## src/rtl/cpu_pkg.sv

```systemverilog
// rtl/cpu_pkg.sv - shared widths, fetch state encoding and source-count encodings
package cpu_pkg;

   localparam int DATA_W = 16;
   localparam int ADDR_W = 3;

   // Fetch sequencer states
   typedef enum logic [2:0] {
      IDLE   = 3'd0,
      ISSUE1 = 3'd1,
      ISSUE2 = 3'd2,
      LAST   = 3'd3,
      RESP   = 3'd4
   } fetch_state_t;

   // Number-of-sources encodings
   localparam logic [1:0] NSRC_0 = 2'd0;
   localparam logic [1:0] NSRC_1 = 2'd1;
   localparam logic [1:0] NSRC_2 = 2'd2;
   localparam logic [1:0] NSRC_3 = 2'd3;

   // A request for three sources is serviced as two
   function automatic logic [1:0] norm_nsrc(input logic [1:0] nsrc);
      return (nsrc == NSRC_3) ? NSRC_2 : nsrc;
   endfunction

endpackage

```

## src/rtl/operand_fetch.sv

```systemverilog
// rtl/operand_fetch.sv - sequences up to two source reads through a single regfile read port
// Optional writeback bypass into captured/held operands: OPERAND_FETCH_WB_BYPASS_EN
module operand_fetch #(
   parameter int DATA_W = cpu_pkg::DATA_W,
   parameter int ADDR_W = cpu_pkg::ADDR_W
) (
   input  logic              clk,
   input  logic              rst,
   input  logic              req_valid,
   output logic              req_ready,
   input  logic [1:0]        req_nsrc,
   input  logic [ADDR_W-1:0] req_src1,
   input  logic [ADDR_W-1:0] req_src2,
   output logic              rsp_valid,
   input  logic              rsp_ready,
   output logic [DATA_W-1:0] rsp_op1,
   output logic [DATA_W-1:0] rsp_op2,
   output logic              rf_read_enable,
   output logic [ADDR_W-1:0] rf_read_addr,
   input  logic [DATA_W-1:0] rf_read_data,
   input  logic              wb_valid,
   input  logic [ADDR_W-1:0] wb_addr,
   input  logic [DATA_W-1:0] wb_data,
   output logic              rf_write_enable,
   output logic [ADDR_W-1:0] rf_write_addr,
   output logic [DATA_W-1:0] rf_write_data
);

   import cpu_pkg::*;

`ifdef OPERAND_FETCH_WB_BYPASS_EN
   localparam bit BYPASS_EN = 1'b1;
`else
   localparam bit BYPASS_EN = 1'b0;
`endif

   fetch_state_t      state_q, state_d;
   logic [ADDR_W-1:0] src1_q, src2_q;
   logic [1:0]        nsrc_q;
   logic [DATA_W-1:0] op1_q, op1_d;
   logic [DATA_W-1:0] op2_q, op2_d;
   logic [ADDR_W-1:0] rd_addr_q;
   logic              accept;

   // Writeback forwarding: a matching write wins over the fallback value
   function automatic logic [DATA_W-1:0] pick_operand(
      input logic              hit_en,
      input logic              wb_v,
      input logic [ADDR_W-1:0] wb_a,
      input logic [DATA_W-1:0] wb_d,
      input logic [ADDR_W-1:0] src,
      input logic [DATA_W-1:0] fallback
   );
      if (hit_en && wb_v && (wb_a == src)) begin
         return wb_d;
      end
      return fallback;
   endfunction

   assign accept = req_valid && req_ready;

   // The write port is a straight pass-through from writeback
   assign rf_write_enable = wb_valid;
   assign rf_write_addr   = wb_addr;
   assign rf_write_data   = wb_data;

   assign rsp_op1 = op1_q;
   assign rsp_op2 = op2_q;

   // State register
   always_ff @(posedge clk) begin
      if (rst) begin
         state_q <= IDLE;
      end else begin
         state_q <= state_d;
      end
   end

   // Next-state and read-port / handshake decode
   always_comb begin
      state_d        = state_q;
      req_ready      = 1'b0;
      rsp_valid      = 1'b0;
      rf_read_enable = 1'b0;
      rf_read_addr   = rd_addr_q;
      case (state_q)
         IDLE: begin
            req_ready = 1'b1;
            if (req_valid) begin
               state_d = (norm_nsrc(req_nsrc) == NSRC_0) ? RESP : ISSUE1;
            end
         end
         ISSUE1: begin
            rf_read_enable = 1'b1;
            rf_read_addr   = src1_q;
            state_d        = (nsrc_q == NSRC_2) ? ISSUE2 : LAST;
         end
         ISSUE2: begin
            rf_read_enable = 1'b1;
            rf_read_addr   = src2_q;
            state_d        = LAST;
         end
         LAST: begin
            state_d = RESP;
         end
         RESP: begin
            rsp_valid = 1'b1;
            if (rsp_ready) begin
               state_d = IDLE;
            end
         end
         default: begin
            state_d = IDLE;
         end
      endcase
   end

   // Operand capture: cleared on accept, loaded one cycle after each read strobe
   always_comb begin
      op1_d = op1_q;
      op2_d = op2_q;
      if (accept) begin
         op1_d = '0;
         op2_d = '0;
      end
      case (state_q)
         ISSUE2: begin
            op1_d = pick_operand(BYPASS_EN, wb_valid, wb_addr, wb_data, src1_q, rf_read_data);
         end
         LAST: begin
            if (nsrc_q == NSRC_2) begin
               op2_d = pick_operand(BYPASS_EN, wb_valid, wb_addr, wb_data, src2_q, rf_read_data);
            end else begin
               op1_d = pick_operand(BYPASS_EN, wb_valid, wb_addr, wb_data, src1_q, rf_read_data);
            end
         end
         RESP: begin
            // Held operands track later writes to their source registers
            if (nsrc_q != NSRC_0) begin
               op1_d = pick_operand(BYPASS_EN, wb_valid, wb_addr, wb_data, src1_q, op1_q);
            end
            if (nsrc_q == NSRC_2) begin
               op2_d = pick_operand(BYPASS_EN, wb_valid, wb_addr, wb_data, src2_q, op2_q);
            end
         end
         default: begin
         end
      endcase
   end

   // Request latch, operand registers and sticky read address
   always_ff @(posedge clk) begin
      if (rst) begin
         src1_q    <= '0;
         src2_q    <= '0;
         nsrc_q    <= NSRC_0;
         op1_q     <= '0;
         op2_q     <= '0;
         rd_addr_q <= '0;
      end else begin
         if (accept) begin
            src1_q <= req_src1;
            src2_q <= req_src2;
            nsrc_q <= norm_nsrc(req_nsrc);
         end
         op1_q     <= op1_d;
         op2_q     <= op2_d;
         rd_addr_q <= rf_read_addr;
      end
   end

endmodule

```

## config.mk

```make
export PLATFORM = sky130hd
export DESIGN_NAME = operand_fetch
export DESIGN_NICKNAME = d
export VERILOG_FILES = /design/src/rtl/cpu_pkg.sv /design/src/rtl/operand_fetch.sv
export SDC_FILE = /design/constraint.sdc
export NUM_CORES = 1
export LEC_CHECK = 0
export ABC_AREA = 0
export CORE_AREA = 10 10 95 97
export CTS_BUF_LIST = sky130_fd_sc_hd__clkbuf_4 sky130_fd_sc_hd__clkbuf_8
export CTS_CLUSTER_DIAMETER = 60
export DETAILED_ROUTE_END_ITERATION = 6
export DIE_AREA = 0 0 105 107
export DONT_BUFFER_PORTS = 1
export HOLD_SLACK_MARGIN = 0.06
export PLACE_DENSITY = 0.46
export SYNTH_ARGS = -nofsm -noshare
export SYNTH_HDL_FRONTEND = slang
export SYNTH_SLANG_ARGS = --single-unit
```

## constraint.sdc

```tcl
create_clock -name clk -period 3.55 [get_ports clk]
set_input_delay 0.5325 -clock clk [delete_from_list [all_inputs] [get_ports clk]]
set_output_delay 0.5325 -clock clk [all_outputs]
set_load 0.01 [all_outputs]
```

## Yosys cells after proc, flatten, opt, wreduce, memory -nomap -nowiden

Cells that the tools add are included.
Widths: inputs -> output; s select.

| storage, ports and cells | value |
|---|---|
| input bits | 48 |
| bits in registers | 46 |
| output and inout port bits | 58 |
| logic and storage cells | 41 |

| operators by class | value |
|---|---|
| equal/unequal tests | 10 |
| mux-type cells | 18 |
| reductions and logical operators | 6 |

Operators with widths:

| kind | number |
|---|---|
| $mux 16 | 6 |
| $pmux 16 s3 | 1 |
| $pmux 16 s2 | 1 |
| $pmux 3 s5 | 1 |
| $mux 3 | 3 |
| $ne 2x2->1 const B | 4 |
| $eq 3x2->1 const B | 2 |
| $pmux 3 s2 | 1 |
| $eq 2x2->1 const B | 2 |
| $mux 1 | 4 |
| $eq 3x1->1 const B | 1 |
| $eq 3x3->1 const B | 1 |
| $logic_not 3->1 | 1 |
| $logic_not 2->1 | 1 |
| $mux 2 | 1 |
| $reduce_and 2->1 | 1 |
| $reduce_bool 2->1 | 1 |
| $reduce_or 2->1 | 1 |
| $logic_and 1x1->1 | 1 |

## Longest topological paths before layout

| logic depth | value |
|---|---|
| depth after elaboration | 6 |
| mapped depth | 6 |
| gate-level depth less buffers | 3 |

## Least setup slack after synthesis

No wires, ideal clock.

| timing | value |
|---|---|
| path type | flip-flop to output port |
| from | register state_q[1] |
| to | output port rf_read_addr[0] |
| data arrival time | 1.201 ns |
| setup slack | 1.816 ns |
| path buffers | 1 |
| required time | 3.017 ns |
| stages on the path, launching flop included | 5 |
| cells stage by stage | dfxtp_1 -> buf_2 -> nand2b_1 -> o32ai_1 -> nor3_1 |

| on the way | value |
|---|---|
| cells in the longest elaborated chain, start to end | 2 |
| elaborated cells between the ends (all ways) | 3 |
| classes of those cells | 2 x eq/ne; 1 x mux |

RTL lines:

| item | line | source |
|---|---|---|
| from (decl) | operand_fetch.sv:37 | `fetch_state_t state_q, state_d;` |
| from (signal assigned) | operand_fetch.sv:75 | `state_q <= state_d;` |
| $eq 3x2->1 / $eq 3x1->1 (equally long branches) | operand_fetch.sv:86 | `case (state_q)` |
| $pmux 3 s2 (*) | operand_fetch.sv:86 |  |
| to (decl) | operand_fetch.sv:19 | `output logic [ADDR_W-1:0] rf_read_addr,` |

Every way passes the cells marked *; elsewhere a longest branch is shown, timed or not.

## Worst setup path in the final report

Same ends and word-level chain as after synthesis.

==> out/metrics.yaml <==
vias: 1463
synthCells: 233
grtUsageTotal: 0.08960
synth_area_leader_cell: "dfxtp_1"
drtAntennaViolNets: 0
synth_fp_nets: 281
crit_fanout: 13
cp-end-kind: "output port"
crit_slowest_cell: "dfxtp_1"
r2r_start: "state_q[2]$_SDFFE_PP0P_"
slew_viol_final: 0
cts_made_buffers: 5
tns_ns: 0
initial_utilization: 0.2961
worst_slew_pin_slew_ns: 0.7183
async_flop_share: 0
crit_path_cell_trace: "nand2b_1 -> o32ai_1 -> nor3_1"
gp_congestion: 0.7075
grt-ovfl-total: 0
yosysTopAreaCellShare: 0.4358
synth_edf_count: 0
grt_max_degree: 63
drtPass1Iterations: 4
cts_max_level: 2
antenna_cells: 0
path_depth: 3
avgSynthCellArea_um2: 9.070
finClkSkew_ns: 0.005819
hp-start: "rst"
dr_wl_met3_um: 543
synthTopCellsByArea: "dfxtp_1, o32ai_1, buf_4, inv_1, nand2b_1"
p_leak_nw: 0.6319
worstSetupPathType: "flop to output port"
whs_path_depth: 1
dr.first_iter.drc_count: 29
p_sw_mw: 0.3308
pin_count: 106
cts_hold_buf: 0
slew_headroom: 0.5211
place_area_um2: 1983
top_layer: "met4"
rsz0062_at_grt: "no"
cap_violations: 0
dp_hpwl_um: 3663
finalPower_mw: 1.111
rows: 31
vias_per_cell: 4.844
period_minus_slack_ns: 2.271
yosys-top-cells-count: "dfxtp_1, o32ai_1, inv_1"
synth_seq_area_share: 0.4358
switching_share: 0.2979
synthMostInstantiatedCell: "dfxtp_1"
yosysWarnings: 0
seqPwrFrac: 0.535
worst_setup_path_start_kind: "flop"
cts_resized: 0
fin_util: 0.2912
wl_per_cell_um: 17.23
setup_viol: 0
r2r_cells: 3
r2r-end: "rsp_op2[3]$_SDFFE_PP0P_"
crit_buf_inv: 0
die_y_um: 107
min_path_type: "input port to flop"
post-route-period-util: 0.6398
fin_area_um2: 2078
drive_above_1_share: 0.06897
wl_met2_um: 2191
core_region_area_um2: 7137
hold_slack_ns: 0.3091
drt-met1-wl_um: 2421
regToRegSetupSlack_ns: 1.68
final_net_count: 250
die_area_um2: 11240
place_worst_setup_slack_ns: 1.562
finalNonFillerCells: 302
ys_types: 27
p_int_mw: 0.7797
cts_setup_buffers: 0
outcome: "finished, final reports clean"
powerDensity_nw_per_um2: 534.4
fmax_mhz: 440.3
root_buffer: "clkbuf_8"
path_delay_family: "simple AND/OR/NAND/NOR gates"
worstPathRequired_ns: 3.02
clock_path_buffers: 2
clk_pin_slew_ns: 0.08
hold_viol_final: 0
drc: 0
clock_power_share: 0.303
ys_ff_latch: 46
grt_pass1_wl_um: 8176
routed_wirelength_um: 5203
cp.arrival_ns: 1.74
die_width_um: 105
placed_cells: 294
io_buffers: 0
synth_top_flop_cell: "dfxtp_1"
grt_pass1_vias: 1406
clock_latency_ns: 0.29
critPathMaxStageDelay_ns: 0.64
netlist_area_um2: 2113
cts_tree: "done"
fin_ws_ns: 1.279
antenna_found_initial: 0
cts.sinks: 46
holdPathEnd: "src1_q[1]$_SDFFE_PP0P_"
vdd_drop_max_uv: 165.3
n_fill_cell: 825
syn2layout_area_growth_pct: -1.658
comb_power_share: 0.162
==> power by group through the flow <==
stage | Clock (mW) | Combinational [mW] | Sequential [mW]
6_report | 0.336 | 0.180 | 0.594
5_1_grt | 0.377 | 0.202 | 0.601
4_1_cts | 0.358 | 0.185 | 0.595
3_5_place_dp | 0 | 0.185 | 0.607
3_3_place_gp | 0 | 0.184 | 0.607
2_1_floorplan | 0 | 0.207 | 0.585
==> area by class of cell <==
type	instances	area, um^2	area share
Sequential cell	46	920.9	0.4431
Multi-Input combinational cell	115	810.8	0.3901
Inverter	34	127.6	0.06141
Tap cell	99	123.9	0.05960
Clock buffer	7	90.09	0.04335
Clock inverter	1	5.005	0.002408
==> worst register-to-register path: stages, from the launching register on <==
cell      delay, ns
dfxtp_1        0.68
nand3b_1       0.28
or2_1          0.61
o32ai_1        0.16
==> sequential cells by signal (all words and copies together), names as in the netlist <==
name and count:
rsp_op2 16, rsp_op1 16, rd_addr_q 3, state_q 3, src1_q 3, src2_q 3, nsrc_q 2
==> worst max-delay path by stage <==
stage                 endpoint               startpoint  slack, ns
6_report       rf_read_addr[0]  state_q[1]$_SDFFE_PP0P_       1.28
5_1_grt        rf_read_addr[1]  state_q[1]$_SDFFE_PP0P_       1.10
4_1_cts        rf_read_addr[0]  state_q[1]$_SDFFE_PP0P_       1.23
3_5_place_dp   rf_read_addr[0]  state_q[1]$_SDFFE_PP0P_       1.56
3_3_place_gp   rf_read_addr[0]  state_q[1]$_SDFFE_PP0P_       1.58
2_1_floorplan  rf_read_addr[0]  state_q[1]$_SDFFE_PP0P_       1.82
==> routing by layer <==
layer | up-vias | GRT usage
met5 | - | 0
met4 | 0 | 0.02353
met3 | 7 | 0.04731
met2 | 53 | 0.1315
met1 | 678 | 0.1123
li1 | 725 | -
==> cell families (layout without fill, tap and decap cells) <==
kind of cell	after synthesis	in the layout	synth area share
simple gates	58	58	0.1664
compound gates	57	57	0.2173
buf+inv	72	42	0.1806
flops	46	46	0.4358
==> cells in the final DEF, fill, tap and decap left out, types with 3 or more instances in the layout <==
cell type and n:
nand2b_1 19, o21a_1 4, inv_1 34, dfxtp_1 46, a211oi_1 3, nor3_1 4
nand2_1 16, a21oi_1 11, nor2b_1 5, nor4_1 3, clkbuf_8 6, o32ai_1 35
(Power assumes the default switching activity.)
